$ cat src/rtl/lc3_datapath_gen_pkg.sv
// Shared encodings for the LC-3 style datapath: ALU ops, PC and EAB
// mux selects, and the memory-handshake FSM state type.
package lc3_datapath_gen_pkg;

    typedef enum logic [1:0] {
        AluAdd  = 2'b00,
        AluAnd  = 2'b01,
        AluNot  = 2'b10,
        AluPass = 2'b11
    } alu_op_e;

    typedef enum logic [1:0] {
        PcInc  = 2'b00,
        PcEab  = 2'b01,
        PcBus  = 2'b10,
        PcHold = 2'b11
    } pc_sel_e;

    typedef enum logic [1:0] {
        EabOffZero = 2'b00,
        EabOff6    = 2'b01,
        EabOff9    = 2'b10,
        EabOff11   = 2'b11
    } eab2_sel_e;

    typedef enum logic {
        StIdle   = 1'b0,
        StAccess = 1'b1
    } mem_state_e;

    // Number of sources that may drive the internal bus.
    localparam int unsigned BusSrcs = 4;

endpackage

$ cat src/rtl/lc3_datapath_gen_if.sv
// External memory request/acknowledge bundle. The datapath is the master,
// the memory is the slave.
interface lc3_datapath_gen_if #(
    parameter int unsigned DW = 16
) ();
    import lc3_datapath_gen_pkg::*;

    logic [DW-1:0] mem_addr;
    logic [DW-1:0] mem_wdata;
    logic [DW-1:0] mem_rdata;
    logic          mem_req;
    logic          mem_we;
    logic          mem_ack;

    modport master (
        output mem_addr,
        output mem_wdata,
        output mem_req,
        output mem_we,
        input  mem_rdata,
        input  mem_ack
    );

    modport slave (
        input  mem_addr,
        input  mem_wdata,
        input  mem_req,
        input  mem_we,
        output mem_rdata,
        output mem_ack
    );

endinterface

$ cat src/rtl/lc3_regfile_gen.sv
// NREG x DW register file: two combinational read ports, one synchronous
// write port, synchronous active-low clear of every entry.
module lc3_regfile_gen
    import lc3_datapath_gen_pkg::*;
#(
    parameter int unsigned DW   = 16,
    parameter int unsigned NREG = 8,
    parameter int unsigned RAW  = $clog2(NREG)
) (
    input  logic           clk,
    input  logic           reset,
    input  logic           i_we,
    input  logic [RAW-1:0] i_waddr,
    input  logic [DW-1:0]  i_wdata,
    input  logic [RAW-1:0] i_raddr_a,
    input  logic [RAW-1:0] i_raddr_b,
    output logic [DW-1:0]  o_rdata_a,
    output logic [DW-1:0]  o_rdata_b
);

    logic [DW-1:0] r_mem [NREG];

    // Clear all entries on reset, otherwise write the addressed entry.
    always_ff @(posedge clk) begin
        if (!reset) begin
            for (int i = 0; i < NREG; i++) begin
                r_mem[i] <= '0;
            end
        end else if (i_we) begin
            r_mem[i_waddr] <= i_wdata;
        end
    end

    assign o_rdata_a = r_mem[i_raddr_a];
    assign o_rdata_b = r_mem[i_raddr_b];

endmodule

$ cat src/rtl/lc3_datapath_gen.sv
// LC-3 style datapath: shared internal bus, ALU, EAB adder, MAR mux, PC,
// IR, MAR, MDR, condition codes and a two-state memory handshake with a
// wait-cycle timeout. Every strobe is ignored while a memory access runs.
module lc3_datapath_gen
    import lc3_datapath_gen_pkg::*;
#(
    parameter int unsigned DW   = 16,
    parameter int unsigned NREG = 8,
    parameter int unsigned RAW  = $clog2(NREG),
    parameter int unsigned TO   = 15
) (
    input  logic           clk,
    input  logic           reset,
    input  logic [1:0]     i_aluControl,
    input  logic [RAW-1:0] i_SR1,
    input  logic [RAW-1:0] i_SR2,
    input  logic [RAW-1:0] i_DR,
    input  logic [1:0]     i_selPC,
    input  logic [1:0]     i_selEAB2,
    input  logic           i_selEAB1,
    input  logic           i_selMAR,
    input  logic           i_selMDR,
    input  logic           i_enaALU,
    input  logic           i_enaMARM,
    input  logic           i_enaPC,
    input  logic           i_enaMDR,
    input  logic           i_regWE,
    input  logic           i_flagWE,
    input  logic           i_ldPC,
    input  logic           i_ldIR,
    input  logic           i_ldMAR,
    input  logic           i_ldMDR,
    input  logic           i_memWE,
    lc3_datapath_gen_if.master mem,
    output logic [DW-1:0]  o_IR_out,
    output logic           o_N,
    output logic           o_Z,
    output logic           o_P,
    output logic           o_busy,
    output logic           o_bus_err
);

    // Wait counter holds 0 .. TO-1.
    localparam int unsigned CW = (TO > 1) ? $clog2(TO) : 1;

    logic [DW-1:0] r_pc;
    logic [DW-1:0] r_ir;
    logic [DW-1:0] r_mar;
    logic [DW-1:0] r_mdr;
    logic          r_n;
    logic          r_z;
    logic          r_p;
    logic          r_bus_err;
    mem_state_e    r_state;
    logic [CW-1:0] r_cnt;
    logic          r_wr;

    mem_state_e    w_state_nxt;
    logic [CW-1:0] w_cnt_nxt;
    logic          w_wr_nxt;
    logic          w_rd_done;
    logic          w_timeout;
    logic          w_idle;

    logic [DW-1:0] w_ra;
    logic [DW-1:0] w_rb;
    logic [DW-1:0] w_sext5;
    logic [DW-1:0] w_sext6;
    logic [DW-1:0] w_sext9;
    logic [DW-1:0] w_sext11;
    logic [DW-1:0] w_opb;
    logic [DW-1:0] w_alu;
    logic [DW-1:0] w_eab_base;
    logic [DW-1:0] w_eab_off;
    logic [DW-1:0] w_eab;
    logic [DW-1:0] w_marmux;
    logic [DW-1:0] w_bus;
    logic [BusSrcs-1:0] w_ena;
    logic          w_conflict;

    assign w_idle = (r_state == StIdle);

    lc3_regfile_gen #(
        .DW   (DW),
        .NREG (NREG),
        .RAW  (RAW)
    ) u_regfile (
        .clk       (clk),
        .reset     (reset),
        .i_we      (i_regWE && w_idle),
        .i_waddr   (i_DR),
        .i_wdata   (w_bus),
        .i_raddr_a (i_SR1),
        .i_raddr_b (i_SR2),
        .o_rdata_a (w_ra),
        .o_rdata_b (w_rb)
    );

    assign w_sext5  = {{(DW-5){r_ir[4]}}, r_ir[4:0]};
    assign w_sext6  = {{(DW-6){r_ir[5]}}, r_ir[5:0]};
    assign w_sext9  = {{(DW-9){r_ir[8]}}, r_ir[8:0]};
    assign w_sext11 = {{(DW-11){r_ir[10]}}, r_ir[10:0]};

    // ALU: IR[5] picks the immediate form of operand B.
    always_comb begin
        w_opb = r_ir[5] ? w_sext5 : w_rb;
        w_alu = '0;
        unique case (alu_op_e'(i_aluControl))
            AluAdd:  w_alu = w_ra + w_opb;
            AluAnd:  w_alu = w_ra & w_opb;
            AluNot:  w_alu = ~w_ra;
            AluPass: w_alu = w_ra;
        endcase
    end

    // Effective-address adder and MAR mux.
    always_comb begin
        w_eab_base = i_selEAB1 ? w_ra : r_pc;
        w_eab_off  = '0;
        unique case (eab2_sel_e'(i_selEAB2))
            EabOffZero: w_eab_off = '0;
            EabOff6:    w_eab_off = w_sext6;
            EabOff9:    w_eab_off = w_sext9;
            EabOff11:   w_eab_off = w_sext11;
        endcase
        w_eab    = w_eab_base + w_eab_off;
        w_marmux = i_selMAR ? w_eab : {{(DW-8){1'b0}}, r_ir[7:0]};
    end

    // Bus: exactly one enabled source drives it; none or several give zero.
    always_comb begin
        w_ena      = {i_enaALU, i_enaMARM, i_enaPC, i_enaMDR};
        w_conflict = ($countones(w_ena) > 1);
        w_bus      = '0;
        case (w_ena)
            4'b1000: w_bus = w_alu;
            4'b0100: w_bus = w_marmux;
            4'b0010: w_bus = r_pc;
            4'b0001: w_bus = r_mdr;
            default: w_bus = '0;
        endcase
    end

    // Memory FSM next state: write wins over read; ack beats timeout.
    always_comb begin
        w_state_nxt = r_state;
        w_cnt_nxt   = r_cnt;
        w_wr_nxt    = r_wr;
        w_rd_done   = 1'b0;
        w_timeout   = 1'b0;
        unique case (r_state)
            StIdle: begin
                if (i_memWE) begin
                    w_state_nxt = StAccess;
                    w_wr_nxt    = 1'b1;
                    w_cnt_nxt   = '0;
                end else if (i_ldMDR && i_selMDR) begin
                    w_state_nxt = StAccess;
                    w_wr_nxt    = 1'b0;
                    w_cnt_nxt   = '0;
                end
            end
            StAccess: begin
                if (mem.mem_ack) begin
                    w_state_nxt = StIdle;
                    w_rd_done   = !r_wr;
                    w_cnt_nxt   = '0;
                end else if (r_cnt == CW'(TO - 1)) begin
                    w_state_nxt = StIdle;
                    w_timeout   = 1'b1;
                    w_cnt_nxt   = '0;
                end else begin
                    w_cnt_nxt = r_cnt + 1'b1;
                end
            end
        endcase
    end

    // Memory FSM state register; reset abandons any access in flight.
    always_ff @(posedge clk) begin
        if (!reset) begin
            r_state <= StIdle;
            r_cnt   <= '0;
            r_wr    <= 1'b0;
        end else begin
            r_state <= w_state_nxt;
            r_cnt   <= w_cnt_nxt;
            r_wr    <= w_wr_nxt;
        end
    end

    // Architectural registers; strobes only take effect while idle.
    always_ff @(posedge clk) begin
        if (!reset) begin
            r_pc      <= '0;
            r_ir      <= '0;
            r_mar     <= '0;
            r_mdr     <= '0;
            r_n       <= 1'b0;
            r_z       <= 1'b1;
            r_p       <= 1'b0;
            r_bus_err <= 1'b0;
        end else begin
            if (w_conflict || w_timeout) begin
                r_bus_err <= 1'b1;
            end
            if (w_rd_done) begin
                r_mdr <= mem.mem_rdata;
            end
            if (w_idle) begin
                if (i_ldPC) begin
                    unique case (pc_sel_e'(i_selPC))
                        PcInc:  r_pc <= r_pc + 1'b1;
                        PcEab:  r_pc <= w_eab;
                        PcBus:  r_pc <= w_bus;
                        PcHold: r_pc <= r_pc;
                    endcase
                end
                if (i_ldIR) begin
                    r_ir <= w_bus;
                end
                if (i_ldMAR) begin
                    r_mar <= w_bus;
                end
                if (i_ldMDR && !i_selMDR) begin
                    r_mdr <= w_bus;
                end
                if (i_flagWE) begin
                    r_n <= w_bus[DW-1];
                    r_z <= (w_bus == '0);
                    r_p <= !w_bus[DW-1] && (w_bus != '0);
                end
            end
        end
    end

    assign mem.mem_req   = (r_state == StAccess);
    assign mem.mem_we    = (r_state == StAccess) && r_wr;
    assign mem.mem_addr  = r_mar;
    assign mem.mem_wdata = r_mdr;

    assign o_busy    = (r_state == StAccess);
    assign o_IR_out  = r_ir;
    assign o_N       = r_n;
    assign o_Z       = r_z;
    assign o_P       = r_p;
    // A conflict is flagged in the very cycle it happens, then held.
    assign o_bus_err = r_bus_err || w_conflict;

endmodule

$ cat src/flat_wrapper.sv
// flat-port wrapper written by rule: the top's interface ports become plain ports
module lc3_datapath_gen_flat import lc3_datapath_gen_pkg::*;
#(
    parameter int unsigned DW   = 16,
    parameter int unsigned NREG = 8,
    parameter int unsigned RAW  = $clog2(NREG),
    parameter int unsigned TO   = 15
)
  (clk, reset, i_aluControl, i_SR1, i_SR2, i_DR, i_selPC, i_selEAB2, i_selEAB1, i_selMAR, i_selMDR, i_enaALU, i_enaMARM, i_enaPC, i_enaMDR, i_regWE, i_flagWE, i_ldPC, i_ldIR, i_ldMAR, i_ldMDR, i_memWE, o_IR_out, o_N, o_Z, o_P, o_busy, o_bus_err, mem_mem_addr, mem_mem_wdata, mem_mem_req, mem_mem_we, mem_mem_rdata, mem_mem_ack);
  lc3_datapath_gen_if #(.DW(DW)) mem_i ();
  input  logic clk;
  input  logic reset;
  input  logic [1:0] i_aluControl;
  input  logic [RAW-1:0] i_SR1;
  input  logic [RAW-1:0] i_SR2;
  input  logic [RAW-1:0] i_DR;
  input  logic [1:0] i_selPC;
  input  logic [1:0] i_selEAB2;
  input  logic i_selEAB1;
  input  logic i_selMAR;
  input  logic i_selMDR;
  input  logic i_enaALU;
  input  logic i_enaMARM;
  input  logic i_enaPC;
  input  logic i_enaMDR;
  input  logic i_regWE;
  input  logic i_flagWE;
  input  logic i_ldPC;
  input  logic i_ldIR;
  input  logic i_ldMAR;
  input  logic i_ldMDR;
  input  logic i_memWE;
  output logic [DW-1:0] o_IR_out;
  output logic o_N;
  output logic o_Z;
  output logic o_P;
  output logic o_busy;
  output logic o_bus_err;
  output wire logic [$bits(mem_i.mem_addr)-1:0] mem_mem_addr;
  output wire logic [$bits(mem_i.mem_wdata)-1:0] mem_mem_wdata;
  output wire logic [$bits(mem_i.mem_req)-1:0] mem_mem_req;
  output wire logic [$bits(mem_i.mem_we)-1:0] mem_mem_we;
  input wire logic [$bits(mem_i.mem_rdata)-1:0] mem_mem_rdata;
  input wire logic [$bits(mem_i.mem_ack)-1:0] mem_mem_ack;
  assign mem_mem_addr = mem_i.mem_addr;
  assign mem_mem_wdata = mem_i.mem_wdata;
  assign mem_mem_req = mem_i.mem_req;
  assign mem_mem_we = mem_i.mem_we;
  assign mem_i.mem_rdata = mem_mem_rdata;
  assign mem_i.mem_ack = mem_mem_ack;
  lc3_datapath_gen #(.DW(DW), .NREG(NREG), .RAW(RAW), .TO(TO)) u_core (.clk(clk), .reset(reset), .i_aluControl(i_aluControl), .i_SR1(i_SR1), .i_SR2(i_SR2), .i_DR(i_DR), .i_selPC(i_selPC), .i_selEAB2(i_selEAB2), .i_selEAB1(i_selEAB1), .i_selMAR(i_selMAR), .i_selMDR(i_selMDR), .i_enaALU(i_enaALU), .i_enaMARM(i_enaMARM), .i_enaPC(i_enaPC), .i_enaMDR(i_enaMDR), .i_regWE(i_regWE), .i_flagWE(i_flagWE), .i_ldPC(i_ldPC), .i_ldIR(i_ldIR), .i_ldMAR(i_ldMAR), .i_ldMDR(i_ldMDR), .i_memWE(i_memWE), .mem(mem_i), .o_IR_out(o_IR_out), .o_N(o_N), .o_Z(o_Z), .o_P(o_P), .o_busy(o_busy), .o_bus_err(o_bus_err));
endmodule
$ cat config.mk
export PLATFORM = sky130hd
export DESIGN_NAME = lc3_datapath_gen_flat
export DESIGN_NICKNAME = d
export VERILOG_FILES = /design/src/rtl/lc3_datapath_gen_pkg.sv /design/src/rtl/lc3_datapath_gen_if.sv /design/src/rtl/lc3_regfile_gen.sv /design/src/rtl/lc3_datapath_gen.sv /design/src/flat_wrapper.sv
export SDC_FILE = /design/constraint.sdc
export NUM_CORES = 1
export LEC_CHECK = 0
export CAP_MARGIN = 20
export CORE_MARGIN = 3
export CORE_UTILIZATION = 45
export DETAILED_ROUTE_END_ITERATION = 16
export GPL_TIMING_DRIVEN = 0
export PLACE_DENSITY = 0.73
export SLEW_MARGIN = 20
export SYNTH_ARGS = -nofsm -noshare
export SYNTH_HDL_FRONTEND = slang
export SYNTH_SLANG_ARGS = --single-unit
export TNS_END_PERCENT = 5
$ cat constraint.sdc
create_clock -name clk -period 6.8 [get_ports clk]
set_input_delay 0.68 -clock clk [delete_from_list [all_inputs] [get_ports clk]]
set_output_delay 0.68 -clock clk [all_outputs]
set_load 0.1 [all_outputs]
# Word level (Yosys, flattened, before mapping)
# Memories as Yosys holds them, arrays and structs flattened.
# Cells that the tools add are included.
[op_classes] muxes=34 div=0 add_sub_neg=7 shifts=0 bitwise=4 n_lt_le_gt_ge=1 multipliers=0 eq_ne=15 n_reduce_logical=22
[op_table] op="$pmux 16 s4" n=3
[op_table] op="$mux 16" n=7
[op_table] op="$pmux 16 s3" n=1
[op_table] op="$add 16x16->16" n=2
[op_table] op="$add 32x32->32" n=1
[op_table] op="$gt 32x2->1 const B" n=1
[op_table] op="$add 16x1->16 const B" n=1
[op_table] op="$and 16x16->16" n=1
[op_table] op="$logic_not 16->1" n=1
[op_table] op="$mux 1" n=16
[op_table] op="$mux 4" n=4
[op_table] op="$not 16->16" n=1
[op_table] op="$reduce_bool 16->1" n=1
[op_table] op="$reduce_or 16->1" n=1
[op_table] op="$eq 2x2->1 const B" n=6
[op_table] op="$eq 4x4->1 const B" n=2
[op_table] op="$pmux 4 s2" n=1
[op_table] op="$reduce_and 2->1" n=4
[op_table] op="$eq 2x1->1 const B" n=3
[op_table] op="$logic_not 2->1" n=3
[op_table] op="$logic_and 1x1->1" n=5
[op_table] op="$add 1x1->2" n=2
[op_table] op="$add 4x1->4 const B" n=1
[op_table] op="$eq 4x1->1 const B" n=1
[op_table] op="10 further kinds" n=14
[totals] ram_bits=128 word_cells=95 romBits=0 ff_bits=74 memories=1 output_inout_bits=55 latchBits=0 input_bits=48
[mem_list] memory="u_core.u_regfile.r_mem" words=8 width=16 read_ports=2 rd_clocked_by_memory_dff=0 wr=8 line="lc3_regfile_gen.sv:21" rtl="logic [DW-1:0] r_mem [NREG];"

# Depth between registers and ports, before layout
[depth] depth_word=7 ltp_mapped=19 ltp_nobuf=16

# Cells and area by module
# A second synthesis with hierarchy kept.
[unflattened] cells_unflattened=1288 hier_area_um2=13585.5
[modules_own_cells] mod="lc3_regfile_gen" area_each_um2=6875.3 instances=1 cells_per_inst=430 seq_area_each_um2=3843.7
[modules_own_cells] mod="lc3_datapath_gen" area_each_um2=6710.2 instances=1 cells_per_inst=858 seq_area_each_um2=1481.4

# Least setup slack after synthesis
# Ideal clock, no wire load.
[synth_timing] kind="input -> register" from="in i_SR2[0]" to="mem u_core.u_regfile.r_mem[0][14], data pin" setup_ns=0.266 n_path_buf=4 slack_ns=1.401 t_arrival_ns=5.133 cell_stages=17 t_required_ns=6.534 path_cell_list="buf_2 buf_1 buf_1 mux4_2 a211oi_1 nor2_1 ha_1 a21o_1 a21oi_1 a21oi_1 o2111a_1 or4_1 o311a_1 o31a_1 a21oi_4 buf_4 nor2_1"
[synth_rtl] item="start, declared" line="flat_wrapper.sv:15" rtl="input logic [RAW-1:0] i_SR2;"
[synth_rtl] item="end, declared" line="lc3_regfile_gen.sv:21"

==> summary.txt <==
Outcome
  • Outcome: finished clean

Logic synthesis
  • Sequential area share after synthesis: 0.410
  • EDFF count, synth: 128
  • Avg Inst Size Synth: 9.93 um^2
  • Ys flop type: edfxtp_1
  • Post-Syn Nets: 1404
  • Netlist cell types: 83
  • Mapped Cells: 1308
  • Synthesized area: 13000 um^2
  • Warnings from Yosys: 0
  • Yosys reg bits: 202
  • Post-synth ARST share: 0

Clock network
  • Clk_lat worst skew: 530 ps
  • CTS tree: built
  • CTS Root Cell: clkbuf_16
  • CTS Buffer Depth: 3
  • Num CTS Buffers: 21
  • CTS Sinks: 202
  • CTS H-Tree Depth: 1
  • Clock-pin transition on the worst setup and hold timing paths: 60 ps
  • Resize count post-CTS: 0
  • Post-CTS Repair Setup Buffers: 0
  • Post-CTS Hold Buffers: 0

Timing
  • Fmax achieved: 161 MHz
  • Clock Skew: 19.5 ps
  • Final WS setup: 581 ps
  • Final setup fails: 0
  • TNS Setup: 0 ps
  • Setup repair after global routing missed its margin: false
  • Minimum clock period: 6220 ps
  • Final hold vios: 0
  • Count of final max-slew check failures: 0
  • Final period util: 0.915
  • Slew HR: 0.249
  • Tightest Pin Transition: 1130 ps

Placement
  • Pre-CTS setup slack: 100 ps
  • HPWL after DPL: 31.8 mm
  • Port buffer count: 98
  • GPL Wtd Cong: 0.987

Setup path
  • CP Data Arrival Time: 6450 ps
  • Startpoint types: primary input
  • R2R cell count: 15
  • CP endpoint kind: flop
  • R2r endpoint: u_core.o_P
  • R2R Path Start: u_core.u_regfile.r_mem[6][1]
  • CP required: 7030 ps
  • R2r setup slk: 1430 ps
  • Kind of critical path: in2reg
  • Max Fanout on Critical Path: 10

Global route
  • Vias in the first global route: 11.1k
  • Total Routing Usage GR: 0.276
  • Largest net degree at the start of global routing: 17
  • Initial antenna violation count: 0
  • Grt ovf: 0
  • First-pass GRT wire length: 65.4 mm

Floorplan
  • I/O Pins: 103
  • Die area: 30900 um^2
  • DIE HEIGHT: 176 um
  • Die X: 176 um
  • Rows: 61
  • Core box area: 28100 um^2
  • Initial core utilization: 0.462

Drt
  • Vias: 11.4k
  • DR iter-0 viols: 1336
  • Remaining routing DRC violations: 0
  • Vias per cell: 6.29
  • DRT Wirelength: 43.3 mm
  • 1st-pass router iterations: 7
  • Routed WL per cell: 23.8 um
  • Antenna viol nets, final: 0

Final layout
  • Most frequent cells in the layout: nor2_1 (241), edfxtp_1 (128), clkdlybuf4s50_1 (98), nand2_1 (78), a21oi_1 (75)
  • Filler cells: 2562
  • Layout net count: 1525
  • Most common cell after layout, fill and taps aside: nor2_1
  • Inserted Diodes: 0
  • Area Growth Syn to Fin: 16.0%
  • Share of cells above drive strength 1: 0.104
  • Final core occ: 0.537

Hold path
  • Hold endpoint: u_core.o_P
  • Hold Crit Start: u_core.o_P
  • Hold Path Class: reg2reg
  • Hold path depth: 2

Pwr
  • Leak pwr: 5.49 nW
  • Power per cell area: 232 nW/um^2
  • Worst vdd ir: 145 uV
  • Power after layout: 3.50 mW

Run
  • Maxcap violations: 0
[sequential cells by signal, summed over array words and instances, names as in the netlist, 4 cells and up]
register	flops
u_core.mem.mem_wdata	16
u_core.u_regfile.r_mem	128
u_core.mem.mem_addr	16
u_core.r_cnt	4
u_core.o_IR_out	16
u_core.r_pc	16
[worst max-delay path by stage]
| stage | end | from | cells after the start | slack (ps) |
|---|---|---|---|---|
| 3_3_place_gp | u_core.u_regfile.r_mem[2][15] | i_SR2[0] | 18 | 200 |
| 4_1_cts | u_core.u_regfile.r_mem[2][15] | i_SR2[0] | 18 | 610 |
| 3_5_place_dp | u_core.u_regfile.r_mem[2][15] | i_SR2[0] | 18 | 100 |
| 2_1_floorplan | u_core.u_regfile.r_mem[0][14] | i_SR2[0] | 17 | 1400 |
| 6_report | u_core.u_regfile.r_mem[0][10] | i_SR2[0] | 18 | 580 |
| 5_1_grt | u_core.u_regfile.r_mem[4][10] | i_SR2[0] | 18 | 210 |
[worst max-delay path: stages]
cell and delay (ps):
buf_2 160, buf_1 660, buf_1 840, mux4_2 610, mux2i_1 230, o21ai_0 120, ha_1 240, inv_1 80
fa_1 180, nor2b_1 70, o2111ai_1 330, a21oi_1 150, o2111a_1 320, or4_1 520, a21oi_1 290, o21a_1 180
clkbuf_1 650, nor2_1 100
[cells by family (layout without fill, tap and decap cells)]
logic type      count (synthesis)  in the layout  synth area share
simple gates                  459            459             0.160
compound gates                319            319             0.171
flops                         202            202             0.410
buf+inv                       133            266            0.0431
mux                           117            117             0.147
fa+ha+maj                      48             48            0.0480
xor+xnor                       30             30            0.0202
[stage by stage]
stage | area, um^2 | hold slack (ps) | cells
after floorplan | 13000 | 453 | 1308
after global placement | 14400 | 444 | 1784
after detailed placement | 14400 | 459 | 1784
final | 15100 | 465 | 1819
after CTS | 15100 | 468 | 1819
after global routing | 15100 | 476 | 1819
[Yosys cell counts (9+ instances only)]
library cell,count,share of area
mux2i_1,33,0.025
inv_1,37,0.011
nand3_1,24,0.0092
nor2_1,241,0.070
xnor2_1,23,0.016
mux4_2,50,0.087
a21o_1,10,0.0058
edfxtp_1,128,0.30
mux2_2,26,0.023
nor2b_1,30,0.014
ha_1,45,0.043
nor3_1,15,0.0058
a211oi_1,63,0.036
a21oi_1,75,0.029
or3_1,9,0.0043
nand2_1,78,0.023
o21ai_0,53,0.020
clkbuf_1,68,0.020
nand2b_1,11,0.0053
a22oi_1,10,0.0058
o21a_1,12,0.0069
and2_1,10,0.0048
buf_1,9,0.0026
dfxtp_1,74,0.11
[report_power, final]
part / total (mW) / internal [mW] / switching, mW
registers: 1.42 / 1.37 / 0.0592
clock network: 1.10 / 0.600 / 0.495
logic: 0.981 / 0.329 / 0.652
total: 3.50 / 2.29 / 1.21
[layout make-up]
type	count	area, um^2	area share
multi-input cells	973	7100	0.471
clock inverters	7	43.8	0.00291
well taps	378	473	0.0314
plain buffers	94	414	0.0275
clock buffers	28	582	0.0386
flip-flops and latches	202	5330	0.353
repair buffers	98	981	0.0651
inverters	39	146	0.00971
[metal layers]
metal	share of wire	vias to the layer above	track usage
met5	0	-	0
met4	0.044	0	0.112
met2	0.44	678	0.421
met3	0.11	112	0.0590
li1	-	5118	-
met1	0.40	5531	0.383
(Power assumes the default switching activity.)
==> RTL change (same flow settings) <==
Make the reset (`reset`) asynchronous in 3 clocked blocks.
--- a/src/rtl/lc3_regfile_gen.sv
+++ b/src/rtl/lc3_regfile_gen.sv
@@ -21,7 +21,7 @@
     logic [DW-1:0] r_mem [NREG];
 
     // Clear all entries on reset, otherwise write the addressed entry.
-    always_ff @(posedge clk) begin
+    always_ff @(posedge clk or negedge reset) begin
         if (!reset) begin
             for (int i = 0; i < NREG; i++) begin
                 r_mem[i] <= '0;
--- a/src/rtl/lc3_datapath_gen.sv
+++ b/src/rtl/lc3_datapath_gen.sv
@@ -177,7 +177,7 @@
     end
 
     // Memory FSM state register; reset abandons any access in flight.
-    always_ff @(posedge clk) begin
+    always_ff @(posedge clk or negedge reset) begin
         if (!reset) begin
             r_state <= StIdle;
             r_cnt   <= '0;
@@ -190,7 +190,7 @@
     end
 
     // Architectural registers; strobes only take effect while idle.
-    always_ff @(posedge clk) begin
+    always_ff @(posedge clk or negedge reset) begin
         if (!reset) begin
             r_pc      <= '0;
             r_ir      <= '0;
Function: changed (Yosys sat finds a counterexample within 4 cycles, from zero or initial values and one cycle with reset low; the reset may be asserted at any time).
==> RTL change against the unedited design <==
  * Highest routed layer unchanged
  * Worst setup slack worse by 0.42 ns
  * Critical path type unchanged
  * Final area is 1.5% higher
  * Core utilization is 0.78 points higher
  * Area after synthesis is 0.32% lower
  * Sequential cell count stayed put
  * Wire length is 6.9% higher
  * Fmax is 6.3% lower
Power is not compared: it rests on default switching activity, and its combinational part moved more than twofold at a synthesized area within 25%.
==> RTL change: results (changes against the unedited design) <==
[run_status]
status=complete, no violations

[grt]
grt_max_degree=87  ; +70
grt_pass1_vias=11600  ; +5.1%
grt_pass1_wl_um=70000  ; +7.2%
grt_util_met1_pct=41.8  ; +3.5 points

[synthesis]
synth_commonest_cells=dfrtp_1, nand2_1, a21oi_1, nor2_1, o21ai_0
synthDistinctLibCells=68  ; -18%
ys_seq_area_share_pct=39.0  ; -1.9 points
syn-mean-instance-area_um2=9.22  ; -7.2%
ys_async_sr_fraction_pct=100  ; +100 points
synth_compound_area_share_pct=19.8  ; +2.6 points

[setup_path]
r2r-end=u_core.u_regfile.r_mem[106]
cp-startpoint=i_SR1[1]
endpoint=u_core.u_regfile.r_mem[61]
r2r_start=u_core.o_IR_out[5]
rrSetupSlack_ns=1.35  ; -0.08 ns
max_stage_delay_ns=0.93  ; +0.09 ns

[drt]
drt-wirelength-per-cell_um=24.0  ; +1.0%
via_per_inst=6.24  ; -0.72%

[placement]
placed_area_um2=14500  ; +0.22%
place.gp.congestion=1.05  ; +6.1%

[timing]
tightest_slew_ns=1.23  ; +0.102 ns
fin_skew_ns=0.0137  ; -0.00578 ns

[finish]
layout-drive-gt1-share_pct=10.3  ; -0.067 points

[clock_network]
numCtsBuffers=23  ; +9.5%

[RTL change: cell count changes after synthesis, sizes merged, moves of 46 or more]
cell | unedited run | this run
dfxtp | 74 | 0
o21ai | 55 | 156
nor2 | 241 | 150
dfrtp | 0 | 201
a21oi | 78 | 155
edfxtp | 128 | 0
nand2 | 78 | 162
a211oi | 66 | 20
[RTL change: logic make-up after synthesis]
kind of cell             Yosys count
buffers and inverters            144
adder cells (fa/ha/maj)           47
XOR/XNOR                          23
multiplexers                     116
AO/OA/AOI/OAI                    434
flip-flops                       202
AND/OR/NAND/NOR                  439
[RTL change: area by class of cell]
type / count / area (µm²)
clock buffer: 35 / 691
timing repair buffer: 101 / 1050
multi-input combinational: 1059 / 7330
inverter: 43 / 161
clock inverter: 6 / 124
fill: 2563 / 12800
buffer: 101 / 410
sequential: 202 / 5060
tap: 378 / 473
